<file path="src/rtl/fetch_pkg.sv">
// rtl/fetch_pkg.sv - shared types and constants for the instruction fetch queue
package fetch_pkg;

   localparam logic [31:0] NOP_INSTR   = 32'h00000013;
   localparam int          FETCH_DEPTH = 4;

   typedef struct packed {
      logic [31:0] pc;
      logic [31:0] instr;
      logic        misaligned;
   } fetch_entry_t;

endpackage

</file>
<file path="src/rtl/adder4.sv">
// rtl/adder4.sv - constant +4 incrementer used for sequential pc computation
module adder4 (
   input  logic [31:0] a,
   output logic [31:0] y
);

   assign y = a + 32'd4;

endmodule

</file>
<file path="src/rtl/fetch_queue.sv">
// rtl/fetch_queue.sv - circular buffer of pc/instruction pairs between fetch and decode
module fetch_queue
   import fetch_pkg::*;
#(
   parameter int DEPTH = FETCH_DEPTH
) (
   input  logic                       clk,
   input  logic                       rst,
   input  logic                       in_valid,
   output logic                       in_ready,
   input  logic [31:0]                in_pc,
   input  logic [31:0]                in_instr,
   input  logic                       flush,
   output logic                       out_valid,
   input  logic                       out_ready,
   output logic [31:0]                out_pc,
   output logic [31:0]                out_instr,
   output logic [31:0]                out_pc_plus4,
   output logic                       out_misaligned,
   output logic [$clog2(DEPTH):0]     count
);

   localparam int PW = $clog2(DEPTH);
   localparam int CW = PW + 1;

   fetch_entry_t   mem [DEPTH];
   fetch_entry_t   head_entry;
   logic [PW-1:0]  head;
   logic [PW-1:0]  tail;
   logic [CW-1:0]  count_q;
   logic           push;
   logic           pop;

   assign in_ready  = (count_q < CW'(DEPTH)) && !rst;
   assign out_valid = (count_q != '0);
   assign push      = in_valid && in_ready && !flush;
   assign pop       = out_valid && out_ready && !flush;
   assign count     = count_q;

   // Pointers are exactly log2(DEPTH) wide, so incrementing wraps DEPTH-1 to 0.
   always_ff @(posedge clk) begin
      if (rst || flush) begin
         head    <= '0;
         tail    <= '0;
         count_q <= '0;
      end else begin
         if (push) tail <= tail + PW'(1);
         if (pop)  head <= head + PW'(1);
         case ({push, pop})
            2'b10:   count_q <= count_q + CW'(1);
            2'b01:   count_q <= count_q - CW'(1);
            default: count_q <= count_q;
         endcase
      end
   end

   always_ff @(posedge clk) begin
      if (push) begin
         mem[tail] <= '{pc: in_pc, instr: in_instr, misaligned: (in_pc[1:0] != 2'b00)};
      end
   end

   assign head_entry = mem[head];

   // Stale slot contents are masked to a NOP bubble whenever the queue is empty.
   always_comb begin
      out_pc         = 32'h0;
      out_instr      = NOP_INSTR;
      out_misaligned = 1'b0;
      if (out_valid) begin
         out_pc         = head_entry.pc;
         out_instr      = head_entry.instr;
         out_misaligned = head_entry.misaligned;
      end
   end

   adder4 pc_plus4_inc (
      .a (out_pc),
      .y (out_pc_plus4)
   );

endmodule
</file>
<file path="config.mk">
export PLATFORM = sky130hd
export DESIGN_NAME = fetch_queue
export DESIGN_NICKNAME = d
export VERILOG_FILES = /design/src/rtl/fetch_pkg.sv /design/src/rtl/adder4.sv /design/src/rtl/fetch_queue.sv
export SDC_FILE = /design/constraint.sdc
export NUM_CORES = 1
export LEC_CHECK = 0
export CAP_MARGIN = 10
export CORE_AREA = 4 4 203 165
export CTS_CLUSTER_DIAMETER = 40
export CTS_CLUSTER_SIZE = 25
export DETAILED_ROUTE_END_ITERATION = 7
export DIE_AREA = 0 0 207 169
export HOLD_SLACK_MARGIN = 0.15
export SYNTH_ARGS = -nofsm -noshare
export SYNTH_HDL_FRONTEND = slang
export SYNTH_HIERARCHICAL = 1
export SYNTH_SLANG_ARGS = --single-unit
</file>
<file path="constraint.sdc">
create_clock -name clk -period 4.58 [get_ports clk]
set_input_delay 0.687 -clock clk [delete_from_list [all_inputs] [get_ports clk]]
set_output_delay 0.687 -clock clk [all_outputs]
set_load 0.03 [all_outputs]
</file>
# Word-level counts from Yosys, hierarchy flattened
# Memories as Yosys holds them, arrays and structs flattened. A register that Yosys moved wholly into a read port is not among the register bits.
# Cells that the tools add are included.
# word_totals
ff_bits,7
ramBits,260
output_inout_bits,102
elab_cells,31
mem_count,1
# classes
add_sub_neg,5
n_lt_le_gt_ge,1
n_eq_ne,2
muxes,8
reduce_logical,11
# mem_list
name,words,width,rd,rd_clocked_by_memory_dff,wr,line_no,text
mem,4,65,1,1,1,fetch_queue.sv:26,fetch_entry_t mem [DEPTH];
# ops
operator,count
$mux W32,2
$add A32 B3 Y32 const B,1
$pmux W3 S2,1
$logic_and A1 B1 Y1,5
$add A2 B1 Y2 const B,2
$mux W2,2
$reduce_bool A2 Y1,2
$add A3 B1 Y3 const B,1
$lt A3 B3 Y1 const B,1
$mux W1,3
$reduce_bool A3 Y1,1
$sub A3 B1 Y3 const B,1
$eq A2 B1 Y1 const B,1
$eq A2 B2 Y1 const B,1
$logic_not A1 Y1,2
$logic_or A1 B1 Y1,1

# Depth between registers and ports, before layout
# Gate-level depths: netlist of run 1.
# logic_depth
ltp_word,6
depth_mapped,10
mapped_depth_nobuf,9

# Hierarchy
# The synthesis of run 1 kept the hierarchy.
# by_module_without_submodules
mod,n_inst,cells_per_inst,area_each_um2,seq_area_each_um2
fetch_queue,1,467,10294.9,7987.7
adder4,1,83,580.6,0.0

# Worst setup path after synthesis of run 1
# OpenSTA, ideal clock, no wires.
# synth_path
path_kind,register to output
start,reg count_q[0] (netlist: count[0])
end,out out_pc_plus4[24]
arrival_time_ps,2951
setup_slack_ps,942
stages_incl_launch_ff,10
path_cell_list,dfxtp_1 -> nor3_2 -> inv_1 -> clkbuf_1 -> and2_1 -> ha_1 -> nand3_1 -> nor4_4 -> nand4_1 -> xnor2_1
# synth_between
elab_chain_len,3
# synth_rtl
item,line_no,text
"start, declared",fetch_queue.sv:30,logic [CW-1:0] count_q;
"start signal, assigned",fetch_queue.sv:50,2'b10: count_q <= count_q + CW'(1);
"start signal, assigned",fetch_queue.sv:51,2'b01: count_q <= count_q - CW'(1);
"start signal, assigned",fetch_queue.sv:52,default: count_q <= count_q;
$reduce_bool A3 Y1,fetch_queue.sv:35,assign out_valid = (count_q != '0);
$mux W32,fetch_queue.sv:70,if (out_valid) begin
named net out_pc[2],fetch_queue.sv:16,"output logic [31:0] out_pc,"
$add A32 B3 Y32,adder4.sv:7,assign y = a + 32'd4;
"end, declared",fetch_queue.sv:18,"output logic [31:0] out_pc_plus4,"
# The timed path passes the listed nets, and every way through them passes these cells.

# Worst setup path in the final report of run 1
# layout_path
start,reg count_q[2] (netlist: count[2])
end,out out_pc_plus4[20]
# layout_between
elab_chain_len,3
# layout_rtl
item,line_no
$reduce_bool A3 Y1,fetch_queue.sv:35
$mux W32,fetch_queue.sv:70
$add A32 B3 Y32,adder4.sv:7
# Every way passes these cells.

==> flow_metrics.env, run 1 <==
export IMPL_post_synth_top_count_cell="edfxtp_1"
export IMPL_synth_top_cell_by_area="edfxtp_1"
export IMPL_rows=58
export IMPL_max_slew_margin_pct=26.0
export IMPL_cts_tree="yes"
export IMPL_drive_gt1_share_pct=19.3
export IMPL_hp_start="head[1]"
export IMPL_fp_dieArea_mm2=0.0350
export IMPL_reg2regPathDepth=2
export IMPL_yosysWarnings=6
export IMPL_arrival_ns=3.63
export IMPL_grt_overflow_total=0
export IMPL_cts_sinks=269
export IMPL_ys_top_cells_by_count="260 x edfxtp_1, 65 x mux4_2, 64 x and2_1, 22 x xnor2_1, 17 x nor2_1"
export IMPL_holdPathStages=2
export IMPL_grt_pass1_vias=6157
export IMPL_fillers=2700
export IMPL_synth_distinct_cells=33
export IMPL_synth_top_cell_area_share_pct=71.8
export IMPL_synth_area_mm2=0.0109
export IMPL_drc_errors=0
export IMPL_synthFlopType="edfxtp_1"
export IMPL_critPathLaunchType="register"
export IMPL_ios=171
export IMPL_finalHoldViolations=0
export IMPL_drt_iter0_markers=208
export IMPL_first_pass_iters=4
export IMPL_fin_crit_sh_pct=94.2
export IMPL_synthTopCellsByArea="edfxtp_1 72%, mux4_2 13%, and2_1 3.7%, xnor2_1 1.8%, dfxtp_1 1.7%"
export IMPL_fin_crit_ns=4.31
export IMPL_core_area_mm2=0.0314
export IMPL_status="finished, final reports clean"
export IMPL_dieHeight_um=169
export IMPL_cts_max_level=2
export IMPL_ys_async_sr_fraction_pct=0
export IMPL_vdd_drop_max_v=0.000308
export IMPL_synth_avg_cell_area_um2=19.8
export IMPL_ys_ff_latch=269
export IMPL_critPathLaunch="count[2]"
export IMPL_fin_nets=821
export IMPL_skew_ns=0.0148
export IMPL_cap_viol_max_count=0
export IMPL_vias=5696
export IMPL_clock_latency_ns=0.49
export IMPL_worst_slew_pin_slew_ns=1.11
export IMPL_cp_end_kind="primary output"
export IMPL_timing_setup_tns_ns=0
export IMPL_r2r_start="count[2]"
export IMPL_drtAntennaViolNets=0
export IMPL_cellPowerDensity_mw_per_mm2=380
export IMPL_synth_seq_area_share_pct=73.4
export IMPL_crit_fanout=29
export IMPL_grtUsageTotal_pct=13.3
export IMPL_hold_slack_ns=0.512
export IMPL_gp_congestion=0.741
export IMPL_avgRoutedWirePerCell_um=20.0
export IMPL_hpwl_mm=14.9
export IMPL_finalSetupViolCount=0
export IMPL_clock_path_buffers=3
export IMPL_crit_required_ns=3.89
export IMPL_antenna_cells=0
export IMPL_rsz0062_at_grt="no"
export IMPL_power_leakage_nw=4.48
export IMPL_syn_inst=550
export IMPL_cts_buffers=35
export IMPL_clk_transition_reported_paths_ns=0.06
export IMPL_die_x_um=207
export IMPL_max_freq_ghz=0.232
export IMPL_clockRootBuffer="clkbuf_16"
export IMPL_cts_hold_buf=0
export IMPL_grt_pass1_wl_mm=36.5
export IMPL_start_util_pct=34.7
export IMPL_grt_max_degree=66
export IMPL_min_path_type="reg -> reg"
export IMPL_synth_edf_count=260
export IMPL_slew_violations=0
export IMPL_io_buffers=170
export IMPL_antenna_found_initial=1
export IMPL_avgViaCountPerCell=4.79
export IMPL_routed_wl_mm=23.8
export IMPL_criticalPathCategory="reg -> out"
export IMPL_mappedNetlistNets=626
export IMPL_syn2layout_area_growth_pct=30.2
-- state kept, by name (all words and copies together), names as in the netlist, named ones only --
signal and cells:
head 2, mem 260, tail 2, count 3
-- what timing repair did --
| item | 4_1_cts | 5_1_grt |
|---|---|---|
| endpoints found under the setup margin | 8 | 16 |
| setup buffers | 2 | 2 |
| gates resized for setup | 0 | 4 |
| pin swaps | 2 | 1 |
-- report_power, final --
group	leakage [nW]	switching, W	internal (W)
clock	0.499	0.000977	0.00145
combinational	1.56	0.000118	0.000111
sequential	2.42	0.00000652	0.00273
total	4.48	0.00110	0.00428
-- cells in the final DEF, fill, tap and decap left out, types with 2 or more instances in the layout --
master	netlist	final
edfxtp_1	260	260
clkdlybuf4s50_1	0	168
mux4_2	65	65
and2_1	64	64
clkbuf_16	0	36
xnor2_1	22	22
nor2_1	17	16
nand2_1	11	11
xor2_1	10	10
nand3_1	10	10
buf_4	2	10
nand4_1	9	9
inv_1	9	8
clkinvlp_4	0	7
dfxtp_1	9	7
ha_1	6	6
clkinv_2	0	5
and3_4	0	4
or2_2	4	4
inv_6	0	4
clkbuf_1	9	4
or2_1	3	3
a21oi_1	3	3
clkinv_1	0	3
nor3_1	3	3
o21ai_0	2	2
or3_1	2	2
dfxtp_4	0	2
dlymetal6s2s_1	0	2
nor4_4	2	2
and3_1	6	2
-- kinds of logic after synthesis --
family                   count (synthesis)  share of synthesized area [%]
flip-flops                             269                           73.4
AND/OR/NAND/NOR                        137                           7.55
multiplexers                            66                           13.6
buffers and inverters                   33                           1.70
XOR/XNOR                                32                           2.58
adder cells (fa/ha/maj)                  7                          0.874
AO/OA/AOI/OAI                            6                          0.299
-- area by class of cell --
class                      count  area (um^2)  share of cell area [%]
sequential                   269         8000                    56.5
multi-input combinational    248         2730                    19.3
timing repair buffer         182         1820                    12.9
clock buffer                  40          916                    6.47
tap                          420          526                    3.71
clock inverter                20          140                   0.990
inverter                       9         33.8                   0.239
-- metal layers --
layer	vias up	global-route usage, %	routed length (um)
met4	2	3.39	410
met5	-	0	13
met2	151	23.2	12100
met1	2930	16.7	10100
met3	36	3.39	1240
li1	2577	-	-
-- final timing paths --
kind	to	slack, ns
hold reg to reg	register	0.51
setup reg to reg	mem[1][53]	2.29
setup / recovery	out_pc_plus4[20]	0.27
hold / removal	register	0.51
-- through the flow --
| stage | util [%] | setup slack (ns) | instances | instance area (um^2) | total power [W] |
|---|---|---|---|---|---|
| floorplan | - | 0.942 | 550 | 10900 | 0.00288 |
| global placement | 41.6 | 0.605 | 1124 | 13000 | 0.00301 |
| detailed placement | 41.6 | 0.382 | 1124 | 13000 | 0.00301 |
| CTS | 45.0 | 0.0404 | 1186 | 14100 | 0.00546 |
| global route | 45.2 | 0.0182 | 1188 | 14200 | 0.00558 |
| finish | 45.2 | 0.266 | 1188 | 14200 | 0.00538 |
-- critical path, cell delays in order (launching register included) --
cell             delay, ns
dfxtp_1               0.46
nor3_2                0.06
buf_4                 0.15
inv_2                 0.16
buf_6                 0.26
and2_1                0.26
nand4_2               0.25
nor4_4                0.32
buf_4                 0.19
buf_4                 0.13
nand2_1               0.06
xnor2_1               0.12
clkdlybuf4s50_1       0.68
Note: power is estimated with default switching activity, not from simulation.
==> inputs of run 2 (changes only) <==
--- a/config.mk
+++ b/config.mk
@@ -6,12 +6,13 @@
 export NUM_CORES = 1
 export LEC_CHECK = 0
 export CAP_MARGIN = 10
-export CORE_AREA = 4 4 203 165
+export CORE_AREA = 4 4 149 223
 export CTS_CLUSTER_DIAMETER = 40
 export CTS_CLUSTER_SIZE = 25
 export DETAILED_ROUTE_END_ITERATION = 7
-export DIE_AREA = 0 0 207 169
+export DIE_AREA = 0 0 153 227
 export HOLD_SLACK_MARGIN = 0.15
+export PLACE_DENSITY = 0.68
 export SYNTH_ARGS = -nofsm -noshare
 export SYNTH_HDL_FRONTEND = slang
 export SYNTH_HIERARCHICAL = 1
==> flow_metrics.env, run 2 (synthesized netlist as in run 1, its figures left out) <==
export IMPL_status="finished, final reports clean"
export IMPL_antenna_found_initial=2
export IMPL_max_slew_margin_pct=26.5
export IMPL_grt_max_degree=66
export IMPL_antenna_cells=0
export IMPL_largest_reg_flops=260
export IMPL_slew_violations=0
export IMPL_power_leakage_nw=4.37
export IMPL_cts_sinks=269
export IMPL_fin_crit_sh_pct=95.1
export IMPL_fp_dieArea_mm2=0.0347
export IMPL_power_switching_w=0.00115
export IMPL_grt_pass1_vias=6132
export IMPL_routed_wl_mm=22.8
export IMPL_clock_latency_ns=0.54
export IMPL_p_total_w=0.00515
export IMPL_timing_setup_tns_ns=0
export IMPL_drc_errors=0
export IMPL_seq_area_mm2=0.00800
export IMPL_vdd_drop_max_v=0.000319
export IMPL_grt_overflow_total=0
export IMPL_avgRoutedWirePerCell_um=19.7
export IMPL_finalHoldViolations=0
export IMPL_fin_crit_ns=4.35
export IMPL_cp_end_kind="primary output"
export IMPL_first_pass_iters=4
export IMPL_timing_rr_end="mem[2][38]"
export IMPL_final_util_pct=45.0
export IMPL_ios=171
export IMPL_swShare_pct=22.3
export IMPL_r2r_start="count[2]"
export IMPL_dieHeight_um=227
export IMPL_grt_pass1_wl_mm=35.0
export IMPL_grtUsageTotal_pct=13.0
export IMPL_regMostFlops="mem"
export IMPL_syn2layout_area_growth_pct=28.4
export IMPL_final_cell_mix="260 x edfxtp_1, 170 x clkdlybuf4s50_1, 65 x mux4_2"
export IMPL_start_util_pct=35.0
export IMPL_critPathLaunchType="register"
export IMPL_core_area_mm2=0.0310
export IMPL_crit_slowest_cell="clkdlybuf4s50_1"
export IMPL_finalSetupViolCount=0
export IMPL_die_x_um=153
export IMPL_hpwl_mm=14.2
export IMPL_cts_hold_buf=0
export IMPL_cts_buffers=26
export IMPL_reg2regPathDepth=2
export IMPL_cts_max_level=1
export IMPL_drt_iter0_markers=278
export IMPL_cts_tree="yes"
export IMPL_clock_path_buffers=3
export IMPL_clockRootBuffer="clkbuf_16"
export IMPL_vias=5542
export IMPL_avgViaCountPerCell=4.79
export IMPL_cellPowerDensity_mw_per_mm2=369
export IMPL_cp_endpoint="out_pc_plus4[24]"
export IMPL_cap_viol_max_count=0
export IMPL_crit_fanout=27
export IMPL_io_buffers=170
export IMPL_drtAntennaViolNets=0
export IMPL_skew_ns=0.0142
export IMPL_rows=79
export IMPL_rrSetupSlack_ns=2.29
export IMPL_arrival_ns=3.67
export IMPL_worst_slew_pin_slew_ns=1.10
export IMPL_fillers=2738
export IMPL_crit_required_ns=3.89
export IMPL_min_path_type="reg -> reg"
export IMPL_layout_commonest_cell="edfxtp_1"
export IMPL_p_int_w=0.00400
export IMPL_seq_power_share_pct=52.9
export IMPL_path_cells="mux4_2 > and2_1 > ha_1 > nand3_1 > nor4_4 > buf_4 > nand4_1 > xnor2_1 > clkdlybuf4s50_1"
export IMPL_multi_input_area_mm2=0.00273
export IMPL_crit_path_max_incr_delay_ns=0.68
export IMPL_criticalPathCategory="reg -> out"
export IMPL_max_freq_ghz=0.230
export IMPL_clk_transition_reported_paths_ns=0.07
export IMPL_combPwrFrac_pct=4.4
export IMPL_drive_gt1_share_pct=18.5
export IMPL_clockPowerShare_pct=42.7
export IMPL_fin_nets=810
export IMPL_gp_congestion=0.761
[run 2: cell count changes in the layout (fill, tap and decap cells not counted), moves of 2 or more]
cell             delta
buf_4               -2
clkbuf_1            -4
clkbuf_16          -10
clkdlybuf4s50_1     +2
clkinv_1            -2
clkinv_2            -3
clkinv_4            +3
clkinv_8            +6
clkinvlp_4          -6
dlymetal6s2s_1      -2
[run 2: metal layers]
layer	GRT usage, %	routed length (um)	up-vias
li1	-	-	2546
met2	24.0	12300	129
met5	0	34	-
met1	14.8	8680	2820
met3	2.55	1070	43
met4	5.18	663	4
[run 2: worst min-delay path by stage]
stage,from,cells past startpoint,to
final,head[1],2,register
after global placement,head[1],2,register
after floorplan,head[1],2,register
after CTS,head[1],2,head[1]
after detailed placement,head[1],2,register
after global routing,head[1],2,head[1]
[run 2: repair_timing]
| action | CTS | global route |
|---|---|---|
| pin swaps | 0 | 2 |
| hold endpoints to repair | 0 | 0 |
| gates cloned | 0 | 0 |
| setup endpoints to repair | 13 | 10 |
| setup buffers | 0 | 2 |
| gates resized for setup | 3 | 2 |
[run 2: power groups by stage]
stage          combinational (W)  sequential (W)  clock [W]
2_1_floorplan          0.0000935         0.00278          0
3_3_place_gp            0.000226         0.00278          0
3_5_place_dp            0.000230         0.00278          0
4_1_cts                 0.000231         0.00273    0.00226
5_1_grt                 0.000244         0.00273    0.00236
6_report                0.000226         0.00273    0.00220
[run 2: final cells by class]
type                            instances  share of cell area [%]
Tap cell                              405                    3.63
Sequential cell                       269                    57.2
Inverter                                9                   0.278
Clock buffer                           26                    4.66
Timing Repair Buffer                  180                    12.8
Multi-Input combinational cell        248                    19.5
Clock inverter                         21                    1.90
[run 2: through the flow]
step | setup WS (ns) | hold WS, ns | instance area [um^2] | std cells
finish | 0.226 | 0.506 | 14000 | 1158
floorplan | 0.942 | 0.459 | 10900 | 550
detailed placement | 0.426 | 0.482 | 13000 | 1109
CTS | 0.0356 | 0.504 | 13900 | 1156
global route | -0.000987 | 0.555 | 14000 | 1158
global placement | 0.430 | 0.464 | 13000 | 1109
[run 2: critical path, delay by kind of cell (launching register included)]
family | cells | cell delay, ns
adders and majority gates | 1 | 0.22
xor gates and xnor gates | 1 | 0.16
buffers and inverters | 2 | 0.89
DFF | 1 | 0.63
and+or+nand+nor | 4 | 0.93
muxes | 1 | 0.28
==> inputs of run 3 (changes only) <==
==> config.mk (replaced) <==
export PLATFORM = sky130hd
export DESIGN_NAME = fetch_queue
export DESIGN_NICKNAME = d
export VERILOG_FILES = /design/src/rtl/fetch_pkg.sv /design/src/rtl/adder4.sv /design/src/rtl/fetch_queue.sv
export SDC_FILE = /design/constraint.sdc
export NUM_CORES = 1
export LEC_CHECK = 0
export CAP_MARGIN = 0
export CORE_AREA = 4 4 151 225
export CTS_CLUSTER_DIAMETER = 40
export CTS_CLUSTER_SIZE = 25
export DETAILED_ROUTE_END_ITERATION = 7
export DIE_AREA = 0 0 155 229
export GPL_TIMING_DRIVEN = 0
export HOLD_SLACK_MARGIN = 0.15
export PLACE_DENSITY = 0.67
export SYNTH_ARGS = -nofsm -noshare
export SYNTH_HDL_FRONTEND = slang
export SYNTH_SLANG_ARGS = --single-unit
==> flow_metrics.env, run 3 <==
export IMPL_min_path_type="reg -> reg"
export IMPL_synth_distinct_cells=47
export IMPL_core_area_mm2=0.0319
export IMPL_synth_edf_count=260
export IMPL_clockRootBuffer="clkbuf_16"
export IMPL_slew_violations=0
export IMPL_reg2regPathDepth=9
export IMPL_timing_setup_tns_ns=0
export IMPL_criticalPathCategory="reg -> out"
export IMPL_rsz0062_at_grt="no"
export IMPL_synth_area_mm2=0.0111
export IMPL_holdPathStages=2
export IMPL_cts_sinks=269
export IMPL_fp_dieArea_mm2=0.0355
export IMPL_post_synth_top_count_cell="edfxtp_1"
export IMPL_critPathLaunchType="register"
export IMPL_critPathBufInv=7
export IMPL_antenna_found_initial=3
export IMPL_stdcell_area_mm2=0.0145
export IMPL_grtUsageTotal_pct=14.2
export IMPL_hpwl_mm=17.4
export IMPL_synthFlopType="edfxtp_1"
export IMPL_r2r_start="count[1]"
export IMPL_fin_nets=866
export IMPL_syn2layout_area_growth_pct=31.0
export IMPL_clockPowerShare_pct=45.3
export IMPL_grt_pass1_vias=6443
export IMPL_synth_top_cell_area_share_pct=70.5
export IMPL_vdd_drop_max_v=0.000324
export IMPL_yosysWarnings=0
export IMPL_layout_setup_ws_ns=0.260
export IMPL_path_cells="buf_4 > buf_2 > buf_2 > buf_2 > buf_2 > mux4_2 > and2_1 > buf_4 > clkdlybuf4s50_1"
export IMPL_cp_depth=9
export IMPL_ios=171
export IMPL_crit_required_ns=3.89
export IMPL_synth_avg_cell_area_um2=19.1
export IMPL_ys_top_cells_by_count="260 x edfxtp_1, 56 x and2_1, 56 x mux4_2, 28 x nor2_1, 24 x nand2_1"
export IMPL_first_pass_iters=4
export IMPL_worst_slew_pin_slew_ns=0.808
export IMPL_cts_buffers=28
export IMPL_fin_crit_ns=4.32
export IMPL_synth_seq_area_share_pct=72.2
export IMPL_dieHeight_um=229
export IMPL_ys_ff_latch=269
export IMPL_cts_max_level=1
export IMPL_seq_power_share_pct=50.3
export IMPL_vias=5948
export IMPL_crit_family="buffers and inverters"
export IMPL_finalSetupViolCount=0
export IMPL_clock_path_buffers=3
export IMPL_p_int_w=0.00419
export IMPL_hold_slack_ns=0.538
export IMPL_combPwrFrac_pct=4.3
export IMPL_status="finished, final reports clean"
export IMPL_rrSetupSlack_ns=2.00
export IMPL_gp_congestion=0.714
export IMPL_skew_ns=0.00933
export IMPL_io_buffers=170
export IMPL_ys_async_sr_fraction_pct=0
export IMPL_final_cell_mix="260 x edfxtp_1, 161 x clkdlybuf4s50_1, 56 x mux4_2"
export IMPL_postPlaceCellArea_mm2=0.0134
export IMPL_regMostFlops="mem"
export IMPL_grt_max_degree=38
export IMPL_avgRoutedWirePerCell_um=20.7
export IMPL_routed_wl_mm=25.3
export IMPL_fillers=2728
export IMPL_synth_top_cell_by_area="edfxtp_1"
export IMPL_start_util_pct=34.7
export IMPL_rows=80
export IMPL_crit_slowest_cell="clkdlybuf4s50_1"
export IMPL_avgViaCountPerCell=4.86
export IMPL_layout_commonest_cell="edfxtp_1"
export IMPL_cap_viol_max_count=0
export IMPL_cts_tree="yes"
export IMPL_timing_rr_end="count[2]"
export IMPL_finalHoldViolations=0
export IMPL_swShare_pct=22.6
export IMPL_syn_inst=581
export IMPL_die_x_um=155
export IMPL_power_leakage_nw=4.76
export IMPL_synthTopCellsByArea="edfxtp_1 71%, mux4_2 11%, and2_1 3.2%, mux4_1 1.9%, dfxtp_1 1.6%"
export IMPL_power_switching_w=0.00122
export IMPL_drt_iter0_markers=187
export IMPL_grt_pass1_wl_mm=38.4
export IMPL_crit_path_max_incr_delay_ns=0.58
export IMPL_hp_start="count[2]"
export IMPL_fin_crit_sh_pct=94.3
export IMPL_clock_latency_ns=0.55
export IMPL_final_util_pct=45.4
export IMPL_arrival_ns=3.63
export IMPL_drive_gt1_share_pct=20.2
export IMPL_clk_transition_reported_paths_ns=0.07
export IMPL_max_slew_margin_pct=46.2
export IMPL_worstHoldEndpoint="count[2]"
export IMPL_critPathMostFrequentCell="buf_2"
export IMPL_dp_slack_ns=-0.617
export IMPL_drtAntennaViolNets=0
export IMPL_cellPowerDensity_mw_per_mm2=374
export IMPL_largest_reg_flops=260
export IMPL_cts_hold_buf=0
export IMPL_drc_errors=0
export IMPL_grt_overflow_total=0
export IMPL_cp_end_kind="primary output"
export IMPL_max_freq_ghz=0.231
export IMPL_crit_fanout=10
export IMPL_mappedNetlistNets=657
[run 3: cell count changes after synthesis, sizes merged, moves of 5 or more]
| cell | before | now |
|---|---|---|
| nor2 | 17 | 28 |
| inv | 9 | 15 |
| nand2 | 11 | 25 |
| and2 | 64 | 56 |
| xnor2 | 22 | 17 |
| xor2 | 10 | 16 |
[run 3: how the worst max path moves through the flow]
| stage | startpoint | to |
|---|---|---|
| global route | count[1] | out_pc_plus4[12] |
| finish | register | out_pc_plus4[1] |
| global placement | flush | mem[0][9] |
| floorplan | count[2] | out_pc_plus4[28] |
| detailed placement | count[2] | out_pc_plus4[28] |
| CTS | count[2] | out_pc_plus4[28] |
[run 3: tightest hold or removal path: stages, from the launching register on]
cell,delay (ns)
dfxtp_2,0.36
o21ai_0,0.08
a21oi_1,0.06
[run 3: area by class of cell]
class | instances | area, um^2 | share of cell area (%)
Tap cell | 410 | 513 | 3.54
Sequential cell | 269 | 7990 | 55.1
Multi-Input combinational cell | 270 | 2890 | 19.9
Timing Repair Buffer | 179 | 1820 | 12.5
Antenna cell | 1 | 2.50 | 0.0173
Clock inverter | 23 | 327 | 2.25
Buffer | 27 | 183 | 1.26
Clock buffer | 29 | 726 | 5.00
Inverter | 15 | 58.8 | 0.405
[run 3: power by group through the flow]
stage / registers, W / clock network (W) / logic [W]
2_1_floorplan: 0.00278 / 0 / 0.0000952
3_3_place_gp: 0.00278 / 0 / 0.000228
3_5_place_dp: 0.00278 / 0 / 0.000237
4_1_cts: 0.00273 / 0.00252 / 0.000239
5_1_grt: 0.00273 / 0.00262 / 0.000252
6_report: 0.00273 / 0.00245 / 0.000235
[run 3: metrics by stage]
step | std cells | power [W]
5_1_grt | 1222 | 0.00560
2_1_floorplan | 581 | 0.00288
3_3_place_gp | 1161 | 0.00301
4_1_cts | 1221 | 0.00548
3_5_place_dp | 1165 | 0.00302
6_report | 1223 | 0.00542
[run 3: cells by family (layout without fill, tap and decap cells)]
group | Yosys count | count (layout) | synth area share, %
AO/OA/AOI/OAI | 8 | 8 | 0.429
XOR/XNOR | 33 | 33 | 2.61
adder cells (fa/ha/maj) | 7 | 7 | 0.859
buffers and inverters | 42 | 273 | 2.08
flip-flops | 269 | 269 | 72.2
multiplexers | 68 | 68 | 13.7
other | 0 | 1 | 0
AND/OR/NAND/NOR | 154 | 154 | 8.19
[run 3: routing by layer]
layer	GRT usage, %	part of all wire, %	vias up
met2	26.8	56	149
met1	15.8	37	3049
met3	3.12	5.3	41
met5	0	0.13	-
li1	-	-	2703
met4	3.95	1.9	6
[run 3: what timing repair did]
action                                  4_1_cts  5_1_grt
pin swaps                                     2        3
gates resized for setup                      19       11
setup buffers                                 4        1
endpoints found under the setup margin       28       23
==> RTL edit 1, RTL diff (flow settings as in run 1) <==
The package constant `FETCH_DEPTH` goes from 4 to 8.
--- a/src/rtl/fetch_pkg.sv
+++ b/src/rtl/fetch_pkg.sv
@@ -2,7 +2,7 @@
 package fetch_pkg;
 
    localparam logic [31:0] NOP_INSTR   = 32'h00000013;
-   localparam int          FETCH_DEPTH = 4;
+   localparam int          FETCH_DEPTH = 8;
 
    typedef struct packed {
       logic [31:0] pc;
Ports: changed (resized count); port bits go from 171 to 172. The function was not compared with the original's and may differ.
==> RTL edit 1 against run 1 <==
- worst setup slack worse by 0.048 ns
- register-to-register slack worse by 0.99 ns
- total power is 78% higher
- critical path type unchanged
- sequential power is 97% higher
- clock skew is 0.011 ns higher
- synthesized area is 93% higher
- clock power is 64% higher
- non-clock buffer count is 19 higher
- count of clock-buffer cells in the layout is 13 higher
- critical endpoint is now out_pc_plus4[12]
- routed wire length is 79% higher
- via count is 79% higher
- largest cell class unchanged
- sequential cell count is 264 higher
- cell area is 76% higher
==> RTL edit 1: results (changes against run 1) <==
* Worst skew pair latency at 0.57 ns (was 0.49 ns)
* Fmax at 0.229 GHz (was 0.232 GHz)
* Comb pwr share at 2.9% (was 4.2%)
* M1 wire length at 17,500 um (was 10,100 um)
* DP HPWL at 23,000 um (was 14,900 um)
* Syn nets at 1,058 (was 626)
* WHS at 0.510 ns (was 0.512 ns)
* Met2 wire len at 21,400 um (was 12,100 um)
* Synth top area cells: edfxtp_1 (75%), mux4_2 (14%), mux2i_1 (3.3%) (was edfxtp_1 (72%), mux4_2 (13%), and2_1 (3.7%))
* Nets at 1,263 (was 821)
* Total sequential power at 5.38 mW (was 2.73 mW)
* Initial DRC count at 968 (was 208)
* Worst path top cell family by delay: multiplexers (was buffers and inverters)
* Final clock skew at 0.0263 ns (was 0.0148 ns)
* Met1 Resource Use GR at 35.1% (was 16.7%)
* Post-synthesis sequential area ratio at 75.7% (was 73.4%)
* Synth unique cells at 34 (was 33)
* TritonRoute pass-1 iters at 5 (was 4)
* Total Routing Usage GR at 24.6% (was 13.3%)
* Commonest cells post-synth: edfxtp_1 (520), mux4_2 (130), nor2_1 (86) (was edfxtp_1 (260), mux4_2 (65), and2_1 (64))
* Sequential share of power at 55.9% (was 50.7%)
* R2R Setup Slk at 1.30 ns (was 2.29 ns)
* Global placer's final weighted congestion at 0.776 (was 0.741)
* Max FO, Critical Path at 13 (was 29)
* Met3 wire len at 2830 um (was 1240 um)
* Relative slew slack at 29.8% (was 26.0%)
* Pre-CTS setup slack at 0.595 ns (was 0.382 ns)
* Met2 usage at 40.4% (was 23.2%)
* DR vias at 10,200 (was 5,696)
* CTS buffer count at 48 (was 35)
* Status: finished, final reports clean (unchanged)
* Post-synth EDFFs at 520 (was 260)
[RTL edit 1: worst register-to-register path: stages, from the launching register on]
cell	delay [ns]
dfxtp_1	0.40
nor4_4	0.38
buf_4	0.61
inv_2	0.27
nand2_1	0.19
nor2_1	0.08
ha_1	0.25
xor2_1	0.17
ha_1	0.19
a21oi_1	0.14
xor2_1	0.09
or3_1	0.31
a21oi_1	0.13
[RTL edit 1: final timing paths]
check,startpoint,to,depth (start not counted)
setup / recovery,flip-flop,out_pc_plus4[12],9
hold / removal,head[1],flip-flop,2
setup reg to reg,count[0],count[2],12
hold reg to reg,head[1],flip-flop,2
[RTL edit 1: kinds of logic after synthesis]
logic type / count (synthesis) / synth area share, %
AO/OA/AOI/OAI: 6 / 0.143
XOR/XNOR: 35 / 1.46
adder cells (fa/ha/maj): 6 / 0.358
buffers and inverters: 49 / 1.43
flip-flops: 533 / 75.7
multiplexers: 199 / 17.3
AND/OR/NAND/NOR: 155 / 3.60
[RTL edit 1: timing repair]
action	CTS	global route
endpoints found under the setup margin	2	39
pin swaps	1	1
gates resized for setup	1	3
setup buffers	0	2
hold buffers	0	0
[RTL edit 1: metrics by stage]
step | utilization (%) | area, um^2 | TNS (ns)
4_1_cts | 79.2 | 24800 | 0
6_report | 79.3 | 24900 | 0
3_3_place_gp | 74.2 | 23200 | 0
3_5_place_dp | 74.2 | 23200 | 0
5_1_grt | 79.3 | 24900 | 0
2_1_floorplan | - | 21000 | -16.67
[RTL edit 1: layout make-up]
class	count	area (um^2)
sequential	533	15900
fill	1655	6480
multi-input combinational	401	4860
timing repair buffer	201	2010
clock buffer	53	1240
tap	420	526
clock inverter	35	334
inverter	3	11.3
antenna	1	2.50
==> RTL edit 2, RTL diff (flow settings as in run 1) <==
Without the edit above. Put one more register stage on the output `count`, without a reset. The value now appears one clock later. The other outputs are not delayed to match.
--- a/src/rtl/fetch_queue.sv
+++ b/src/rtl/fetch_queue.sv
@@ -35,7 +35,9 @@
    assign out_valid = (count_q != '0);
    assign push      = in_valid && in_ready && !flush;
    assign pop       = out_valid && out_ready && !flush;
-   assign count     = count_q;
+   always_ff @(posedge clk) begin
+      count <= count_q;
+   end
 
    // Pointers are exactly log2(DEPTH) wide, so incrementing wraps DEPTH-1 to 0.
    always_ff @(posedge clk) begin
Behaviour: not the same (a bounded check fails within 4 cycles, from zero or initial values).
==> RTL edit 2 against run 1 <==
- register-to-register slack gained 0.04 ns
- clock power grew 16%
- sequential cell count grew 3
- synthesized area grew 0.55%
- routed wire length grew 0.18%
- cell area grew 1.5%
- critical endpoint is now out_pc_plus4[31]
- total power grew 7.4%
- final cell count grew 0.34%
- worst setup slack lost 0.062 ns
- non-clock buffer count shrank 3
==> RTL edit 2: results (changes against run 1) <==
* Lkg Pwr at 4.54 nW (was 4.48 nW)
* Global-route wire length before repair at 36,900 um (was 36,500 um)
* Max VDD drop at 0.286 mV (was 0.308 mV)
* Proportion of layout cells with a drive suffix above 1 at 20.0% (was 19.3%)
* Nets at 822 (was 821)
* DR vias at 5,766 (was 5,696)
* R2r endpoint: mem[2][60] (was mem[1][53])
* Syn nets at 629 (was 626)
* Status: finished, final reports clean (unchanged)
* Final clock skew at 0.0114 ns (was 0.0148 ns)
* Final WL at 23,900 um (was 23,800 um)
* Initial DRC count at 294 (was 208)
* Total Routing Usage GR at 13.4% (was 13.3%)
* Number of global-route vias before repair at 6,303 (was 6,157)
* Syn avg cell area at 19.8 um^2 (about the same)
* Asr flop ratio synth at 0% (unchanged)
* R2R Setup Slk at 2.33 ns (was 2.29 ns)
* Synth top area cells: edfxtp_1 (71%), mux4_2 (13%), and2_1 (3.7%) (was edfxtp_1 (72%), mux4_2 (13%), and2_1 (3.7%))
* Global placer's final weighted congestion at 0.736 (was 0.741)
* Worst hold path startpoint: count_q[1] (was head[1])
* CP arrival at 3.69 ns (was 3.63 ns)
* Post-synthesis sequential area ratio at 73.6% (was 73.4%)
* Slew @ Worst Pin at 1.09 ns (was 1.11 ns)
* Worst path top cell family by delay: buffers and inverters (unchanged)
* Mapped Area at 0.0109 mm^2 (about the same)
* Max FO, Critical Path at 22 (was 29)
* Final std cells w/o fill at 1,192 (was 1,188)
* Worst r2r src: count_q[2] (was count[2])
==> RTL edit 2: kinds of logic after synthesis <==
| logic type | Yosys count | share of synthesized area [%] |
|---|---|---|
| fa+ha+maj | 7 | 0.870 |
| mux | 66 | 13.5 |
| buf+inv | 33 | 1.69 |
| flops | 272 | 73.6 |
| compound gates | 6 | 0.297 |
| xor+xnor | 32 | 2.56 |
| simple gates | 137 | 7.51 |
==> RTL edit 2: final cells by class <==
class	count	area, um^2	area share (%)
Inverter	9	38.8	0.270
Clock buffer	38	930	6.47
Tap cell	420	526	3.66
Clock inverter	25	297	2.06
Sequential cell	272	8060	56.1
Timing Repair Buffer	179	1790	12.5
Antenna cell	1	2.50	0.0174
Multi-Input combinational cell	248	2730	19.0
==> RTL edit 2: how the worst max path moves through the flow <==
stage / startpoint / end
CTS: flip-flop / out_pc_plus4[24]
global route: count_q[0] / out_pc_plus4[24]
global placement: count_q[2] / out_pc_plus4[31]
finish: flip-flop / out_pc_plus4[31]
detailed placement: count_q[2] / out_pc_plus4[31]
floorplan: count_q[2] / out_pc_plus4[24]
==> RTL edit 2: through the flow <==
stage	worst slack, ns	cell area, um^2	util, %	hold slack, ns	setup TNS [ns]
after floorplan	0.899	10900	-	0.386	0
after detailed placement	0.375	13100	41.7	0.418	0
after CTS	0.00721	14300	45.6	0.429	0
final	0.204	14400	45.8	0.431	0
after global routing	-0.00488	14400	45.8	0.443	-0.00488
after global placement	0.516	13100	41.7	0.391	0
==> RTL edit 2: what timing repair did <==
action | 4_1_cts | 5_1_grt
hold buffers | 0 | 0
resized for setup | 2 | 2
pin swaps | 0 | 2
setup buffers | 0 | 4
endpoints found under the setup margin | 12 | 15
==> RTL edit 2: per-layer routing <==
layer / vias up / global-route usage [%] / part of all wire [%]
met3: 33 / 4.15 / 7.2
li1: 2581 / - / -
met1: 2953 / 17.8 / 44
met4: 2 / 2.90 / 1.5
met2: 197 / 21.8 / 47
met5: - / 0 / 0.084
==> RTL edit 2: report_power, final <==
part / switching [mW] / internal, mW
combinational: 0.117 / 0.110
sequential: 0.00670 / 2.75
clock: 1.07 / 1.73
total: 1.19 / 4.59
